--- config.mk ---
export PLATFORM = sky130hd
export DESIGN_NAME = aging_scheduler
export DESIGN_NICKNAME = d
export VERILOG_FILES = /design/src/rtl/aging_scheduler.sv
export SDC_FILE = /design/constraint.sdc
export NUM_CORES = 1
export LEC_CHECK = 0
export BUFFER_PORTS_ARGS = -buffer_cell sky130_fd_sc_hd__buf_4
export CAP_MARGIN = 10
export CORE_MARGIN = 2
export CORE_UTILIZATION = 30
export CTS_CLUSTER_DIAMETER = 40
export DETAILED_ROUTE_END_ITERATION = 8
export SLEW_MARGIN = 5
export SYNTH_ARGS = -nofsm -noshare
export SYNTH_HDL_FRONTEND = slang
export SYNTH_SLANG_ARGS = --single-unit
--- constraint.sdc ---
create_clock -name clk -period 4.15 [get_ports clk]
set_clock_uncertainty 0.2 [all_clocks]
set_input_delay 0.83 -clock clk [delete_from_list [all_inputs] [get_ports clk]]
set_output_delay 0.83 -clock clk [all_outputs]
set_load 0.03 [all_outputs]
--- src/rtl/aging_scheduler.sv ---
// ----------------------------------------------------------------------------
// aging_scheduler
//
// Per-entry time-to-live scheduler for the associative buffer. Each of ENTRIES
// slots counts down a time-to-live in seconds, driven by the shared one-second
// timer's second_elapsed pulse. The shared timer is enabled only while at least
// one slot is counting. Expired slots are arbitrated round-robin and offered
// one at a time to the buffer's eviction port over a valid/ready handshake.
//
// Ports
//   clk             system clock
//   async_nreset    asynchronous reset, active low
//   arm_valid       load arm_ttl into slot arm_idx this cycle
//   arm_idx         slot to arm
//   arm_ttl         seconds until expiry (0 expires immediately)
//   disarm_valid    cancel slot disarm_idx this cycle
//   disarm_idx      slot to cancel
//   second_elapsed  one-cycle tick from the shared timer
//   timer_enable    enable to the shared timer (any slot counting)
//   expire_valid    eviction request pending (registered)
//   expire_idx      slot to evict (registered, stable while expire_valid)
//   expire_ready    buffer accepts the eviction
//   active_mask     bit i set when slot i is counting or expired
// ----------------------------------------------------------------------------
module aging_scheduler #(
    parameter int ENTRIES = 4,
    parameter int IDX_W   = 2,
    parameter int TTL_W   = 4
) (
    input  logic               clk,
    input  logic               async_nreset,
    input  logic               arm_valid,
    input  logic [IDX_W-1:0]   arm_idx,
    input  logic [TTL_W-1:0]   arm_ttl,
    input  logic               disarm_valid,
    input  logic [IDX_W-1:0]   disarm_idx,
    input  logic               second_elapsed,
    output logic               timer_enable,
    output logic               expire_valid,
    output logic [IDX_W-1:0]   expire_idx,
    input  logic               expire_ready,
    output logic [ENTRIES-1:0] active_mask
);

    localparam logic [1:0] ST_IDLE     = 2'd0;
    localparam logic [1:0] ST_COUNTING = 2'd1;
    localparam logic [1:0] ST_EXPIRED  = 2'd2;

    logic [1:0]       state_q [ENTRIES];
    logic [1:0]       state_d [ENTRIES];
    logic [TTL_W-1:0] count_q [ENTRIES];
    logic [TTL_W-1:0] count_d [ENTRIES];

    logic             expire_valid_q;
    logic [IDX_W-1:0] expire_idx_q;
    logic [IDX_W-1:0] rr_ptr_q;

    logic             handshake;
    logic             grant_found;
    logic [IDX_W-1:0] grant_idx;
    logic [IDX_W-1:0] grant_next;

    assign handshake = expire_valid_q && expire_ready;

    // ------------------------------------------------------------------
    // Per-slot next state. The presented slot is frozen until accepted;
    // otherwise arm beats disarm beats tick.
    // ------------------------------------------------------------------
    always_comb begin
        for (int i = 0; i < ENTRIES; i++) begin
            // NOTE: every combinational output gets a default before any
            // conditional assignment so no path can infer a latch.
            state_d[i] = state_q[i];
            count_d[i] = count_q[i];
            if (expire_valid_q && expire_idx_q == IDX_W'(i)) begin
                if (expire_ready) begin
                    state_d[i] = ST_IDLE;
                    count_d[i] = '0;
                end
            end else if (arm_valid && arm_idx == IDX_W'(i)) begin
                if (arm_ttl == '0) begin
                    state_d[i] = ST_EXPIRED;
                    count_d[i] = '0;
                end else begin
                    state_d[i] = ST_COUNTING;
                    count_d[i] = arm_ttl;
                end
            end else if (disarm_valid && disarm_idx == IDX_W'(i)) begin
                state_d[i] = ST_IDLE;
                count_d[i] = '0;
            end else if (second_elapsed && state_q[i] == ST_COUNTING) begin
                if (count_q[i] == TTL_W'(1)) begin
                    state_d[i] = ST_EXPIRED;
                    count_d[i] = '0;
                end else begin
                    count_d[i] = count_q[i] - TTL_W'(1);
                end
            end
        end
    end

    // ------------------------------------------------------------------
    // Round-robin search starting at rr_ptr. A candidate must be expired
    // now and still expired next cycle: this drops the slot being
    // acknowledged and any slot disarmed or re-armed to a nonzero TTL in
    // the same cycle, so a granted slot is always EXPIRED while presented.
    // ------------------------------------------------------------------
    always_comb begin
        int slot;
        grant_found = 1'b0;
        grant_idx   = '0;
        slot        = 0;
        for (int k = 0; k < ENTRIES; k++) begin
            slot = int'(rr_ptr_q) + k;
            if (slot >= ENTRIES) begin
                slot = slot - ENTRIES;
            end
            if (!grant_found && state_q[slot] == ST_EXPIRED &&
                state_d[slot] == ST_EXPIRED) begin
                grant_found = 1'b1;
                grant_idx   = IDX_W'(slot);
            end
        end
    end

    assign grant_next = (grant_idx == IDX_W'(ENTRIES - 1)) ? '0
                                                           : grant_idx + IDX_W'(1);

    // ------------------------------------------------------------------
    // State registers
    // ------------------------------------------------------------------
    always_ff @(posedge clk or negedge async_nreset) begin
        if (!async_nreset) begin
            // NOTE: the slot arrays are control state, not data storage, so
            // every element is reset; a pending eviction is dropped too.
            for (int i = 0; i < ENTRIES; i++) begin
                state_q[i] <= ST_IDLE;
                count_q[i] <= '0;
            end
            expire_valid_q <= 1'b0;
            expire_idx_q   <= '0;
            rr_ptr_q       <= '0;
        end else begin
            // NOTE: non-blocking assignments keep every register sampling
            // pre-edge values regardless of statement order.
            for (int i = 0; i < ENTRIES; i++) begin
                state_q[i] <= state_d[i];
                count_q[i] <= count_d[i];
            end
            // The offer register only reloads when empty or just accepted,
            // so expire_idx stays put for the whole handshake.
            if (!expire_valid_q || handshake) begin
                expire_valid_q <= grant_found;
                if (grant_found) begin
                    expire_idx_q <= grant_idx;
                    rr_ptr_q     <= grant_next;
                end
            end
        end
    end

    // ------------------------------------------------------------------
    // Outputs decoded from registered state
    // ------------------------------------------------------------------
    always_comb begin
        timer_enable = 1'b0;
        active_mask  = '0;
        for (int i = 0; i < ENTRIES; i++) begin
            if (state_q[i] == ST_COUNTING) begin
                timer_enable = 1'b1;
            end
            active_mask[i] = (state_q[i] != ST_IDLE);
        end
    end

    assign expire_valid = expire_valid_q;
    assign expire_idx   = expire_idx_q;

endmodule
==> metrics.md <==
| Metric | Value |
|---|---|
| Status | completed |
| Dpl hpwl | 4460 um |
| Crit path max fanout | 9 |
| Antenna violations before repair | 0 |
| Initial drt markers | 223 |
| H-tree levels | 2 |
| Wire length of the first global-routing pass | 10200 um |
| CTS clk-pin slew, worst paths | 0.07 ns |
| Cells after Synth | 281 |
| Synth area leader | dfrtp_1 |
| Routed via count | 2203 |
| RSZ-0062 raised after global routing | no |
| Die area | 0.00822 mm^2 |
| Area contributors post-synth | dfrtp_1 (32%), o21ai_0 (8.2%), nand2_1 (6.3%) |
| Hold_buf cts | 0 |
| Initial Utilization | 0.311 |
| Grt ovf | 0 |
| Sink Count | 29 |
| Layout net count | 324 |
| FF+latch count, synth | 29 |
| Mapped Area | 0.00225 mm^2 |
| Multi-input logic area | 0.00145 mm^2 |
| Leakage | 0.00109 uW |
| Antenna viol nets, final | 0 |
| Final GP Congestion | 0.900 |
| Die height | 90.7 um |
| Maximum clock rate | 332 MHz |
| Mapped Avg Cell Area | 8.02 um^2 |
| Clk root buf | clkbuf_8 |
| Wire per inst | 14.8 um |
| Register Area | 726 um^2 |
| GRT Total Usage | 0.152 |
| Post-synthesis sequential area ratio | 0.322 |
| Ys Warns | 0 |
| Final Cycle Share | 0.726 |
| FILL cells | 772 |
| Setup-failing EPs final | 0 |
| Largest net degree at the start of global routing | 30 |
| TNS Setup | 0 ns |
| Hold WC Path Type | input port to async pin |
| Worst EP required | 4.14 ns |
| Post-synth net total | 303 |
| Share of cells above drive strength 1 | 0.172 |
| CTS tree | yes |
| Site row count | 31 |
| Port Buffers | 21 |
| Placed cell area | 0.00251 mm^2 |
| Antenna Cells | 0 |
| Routed vias/inst | 5.48 |
| Post-CTS Setup Bufs | 0 |
| Final slew viol count | 0 |
| Post-synth cell types | 51 |
| Worst rel slew slack | 0.564 |
| Crit path DAT | 3.00 ns |
| Startpoint types | input port |
| Count leader, synth | nand2_1 |
| Final WL | 5970 um |
| Ports | 22 |
| Post-synth EDFFs | 0 |
| Worst Tran Pin Value | 0.651 ns |
| Asr flop ratio synth | 1.00 |
| Hold Fails Final Rpt | 0 |
| Top FF cell, synth | dfrtp_1 |
| Chip width | 90.7 um |
| Vias in the first global route | 2212 |
| VDD IR max | 275 uV |
| Max cap viols | 0 |
| Core area | 0.00725 mm^2 |
| Yosys top cell area share | 0.322 |
| First-pass iteration count of the detailed router | 6 |
| Post-route minimum period | 3.01 ns |
| Clk_lat worst skew | 0.29 ns |
| Max clock buf depth | 2 |
| Cts bufs inserted | 5 |
| Crit. End Element | register |
| Synth top cells by count | nand2_1 (38), o21ai_0 (37), dfrtp_1 (29), a21oi_1 (21), nor2_1 (15) |
| Setup CP Type | input port to register |
| Post-route DRC | 0 |
| Pwr dens | 645 mW/mm^2 |
| Area Overhead vs Synth | 15.3% |
| Post-route cell area | 0.00260 mm^2 |
| CTS resizes | 0 |
## final timing paths
kind / to / depth (start not counted) / slack [ns] / start
worst max-delay path: rr_ptr_q[1] / 9 / 1.14 / arm_ttl[1]
worst min-delay path: count_q[11] / 1 / 0.26 / async_nreset
worst max register to register: rr_ptr_q[1] / 10 / 1.42 / count_q[9]
worst min register to register: count_q[9] / 2 / 0.33 / count_q[9]
max in group asynchronous: expire_valid / 1 / 3.19 / async_nreset
min in group clk: count_q[9] / 2 / 0.33 / count_q[9]
## worst max-delay path, stage by stage
cell       delay, ns
buf_4           0.14
nor4_1          0.48
nand2_1         0.19
a31oi_2         0.42
nor2_1          0.08
a211o_1         0.27
a2111oi_4       0.41
a2bb2oi_1       0.11
o31ai_1         0.07
## cell families after synthesis
logic type               Yosys count  synth area share
multiplexers                       2           0.00944
AO/OA/AOI/OAI                     92             0.269
XOR/XNOR                           5            0.0194
adder cells (fa/ha/maj)            8            0.0444
flip-flops                        29             0.322
AND/OR/NAND/NOR                  124             0.300
buffers and inverters             21            0.0355
## cell type report
cell class	instances	area share
Timing Repair Buffer	22	0.0636
Inverter	13	0.0188
Sequential cell	29	0.279
Clock inverter	3	0.00674
Tap cell	99	0.0477
Multi-Input combinational cell	231	0.557
Clock buffer	5	0.0265
## power by group
part	switching (uW)	internal [uW]	total, uW
registers	164	400	563
clock network	122	116	238
logic	480	394	875
total	766	910	1680
## placed cells by master (no fill, tap or decap), types with 3 or more instances in the layout
| master | count |
|---|---|
| nor3_1 | 8 |
| a21oi_1 | 21 |
| nor2b_1 | 7 |
| and3b_1 | 4 |
| dfrtp_1 | 29 |
| ha_1 | 8 |
| clkbuf_8 | 5 |
| and2_1 | 3 |
| xnor2_1 | 5 |
| and3_1 | 3 |
| a22o_1 | 3 |
| nand3b_1 | 4 |
| nand3_1 | 9 |
| o31ai_1 | 4 |
| nand2b_1 | 3 |
| o22a_1 | 3 |
| buf_4 | 22 |
| a31oi_1 | 3 |
| nand2_1 | 38 |
| nor3b_1 | 9 |
| o21ai_0 | 37 |
| or2_2 | 8 |
| nor2_1 | 15 |
| a31o_2 | 3 |
| inv_1 | 13 |
| nor4_1 | 3 |
## registers in the layout (all words and copies together) (netlist names), named ones only
register and cells:
count_q 16, expire_idx 2, expire_valid 1, rr_ptr_q 1, state_q 8
## metal layers
layer	vias to the layer above	track usage	share of wire	routed length, um
li1	1065	-	-	-
met1	1049	0.202	0.48	2860
met2	80	0.243	0.45	2670
met3	9	0.0334	0.058	348
met4	0	0.0564	0.016	95
met5	-	0	0	0
## metrics by stage
step | hold WS [ns] | total power, uW | worst slack (ns) | util | instances
2_1_floorplan | 0.262 | 1200 | 1.18 | - | 281
3_3_place_gp | 0.281 | 1430 | 0.902 | 0.346 | 394
3_5_place_dp | 0.298 | 1430 | 0.899 | 0.346 | 394
4_1_cts | 0.276 | 1680 | 1.19 | 0.358 | 402
5_1_grt | 0.293 | 1820 | 0.936 | 0.358 | 402
6_report | 0.258 | 1680 | 1.14 | 0.358 | 402
(Power assumes the default switching activity.)
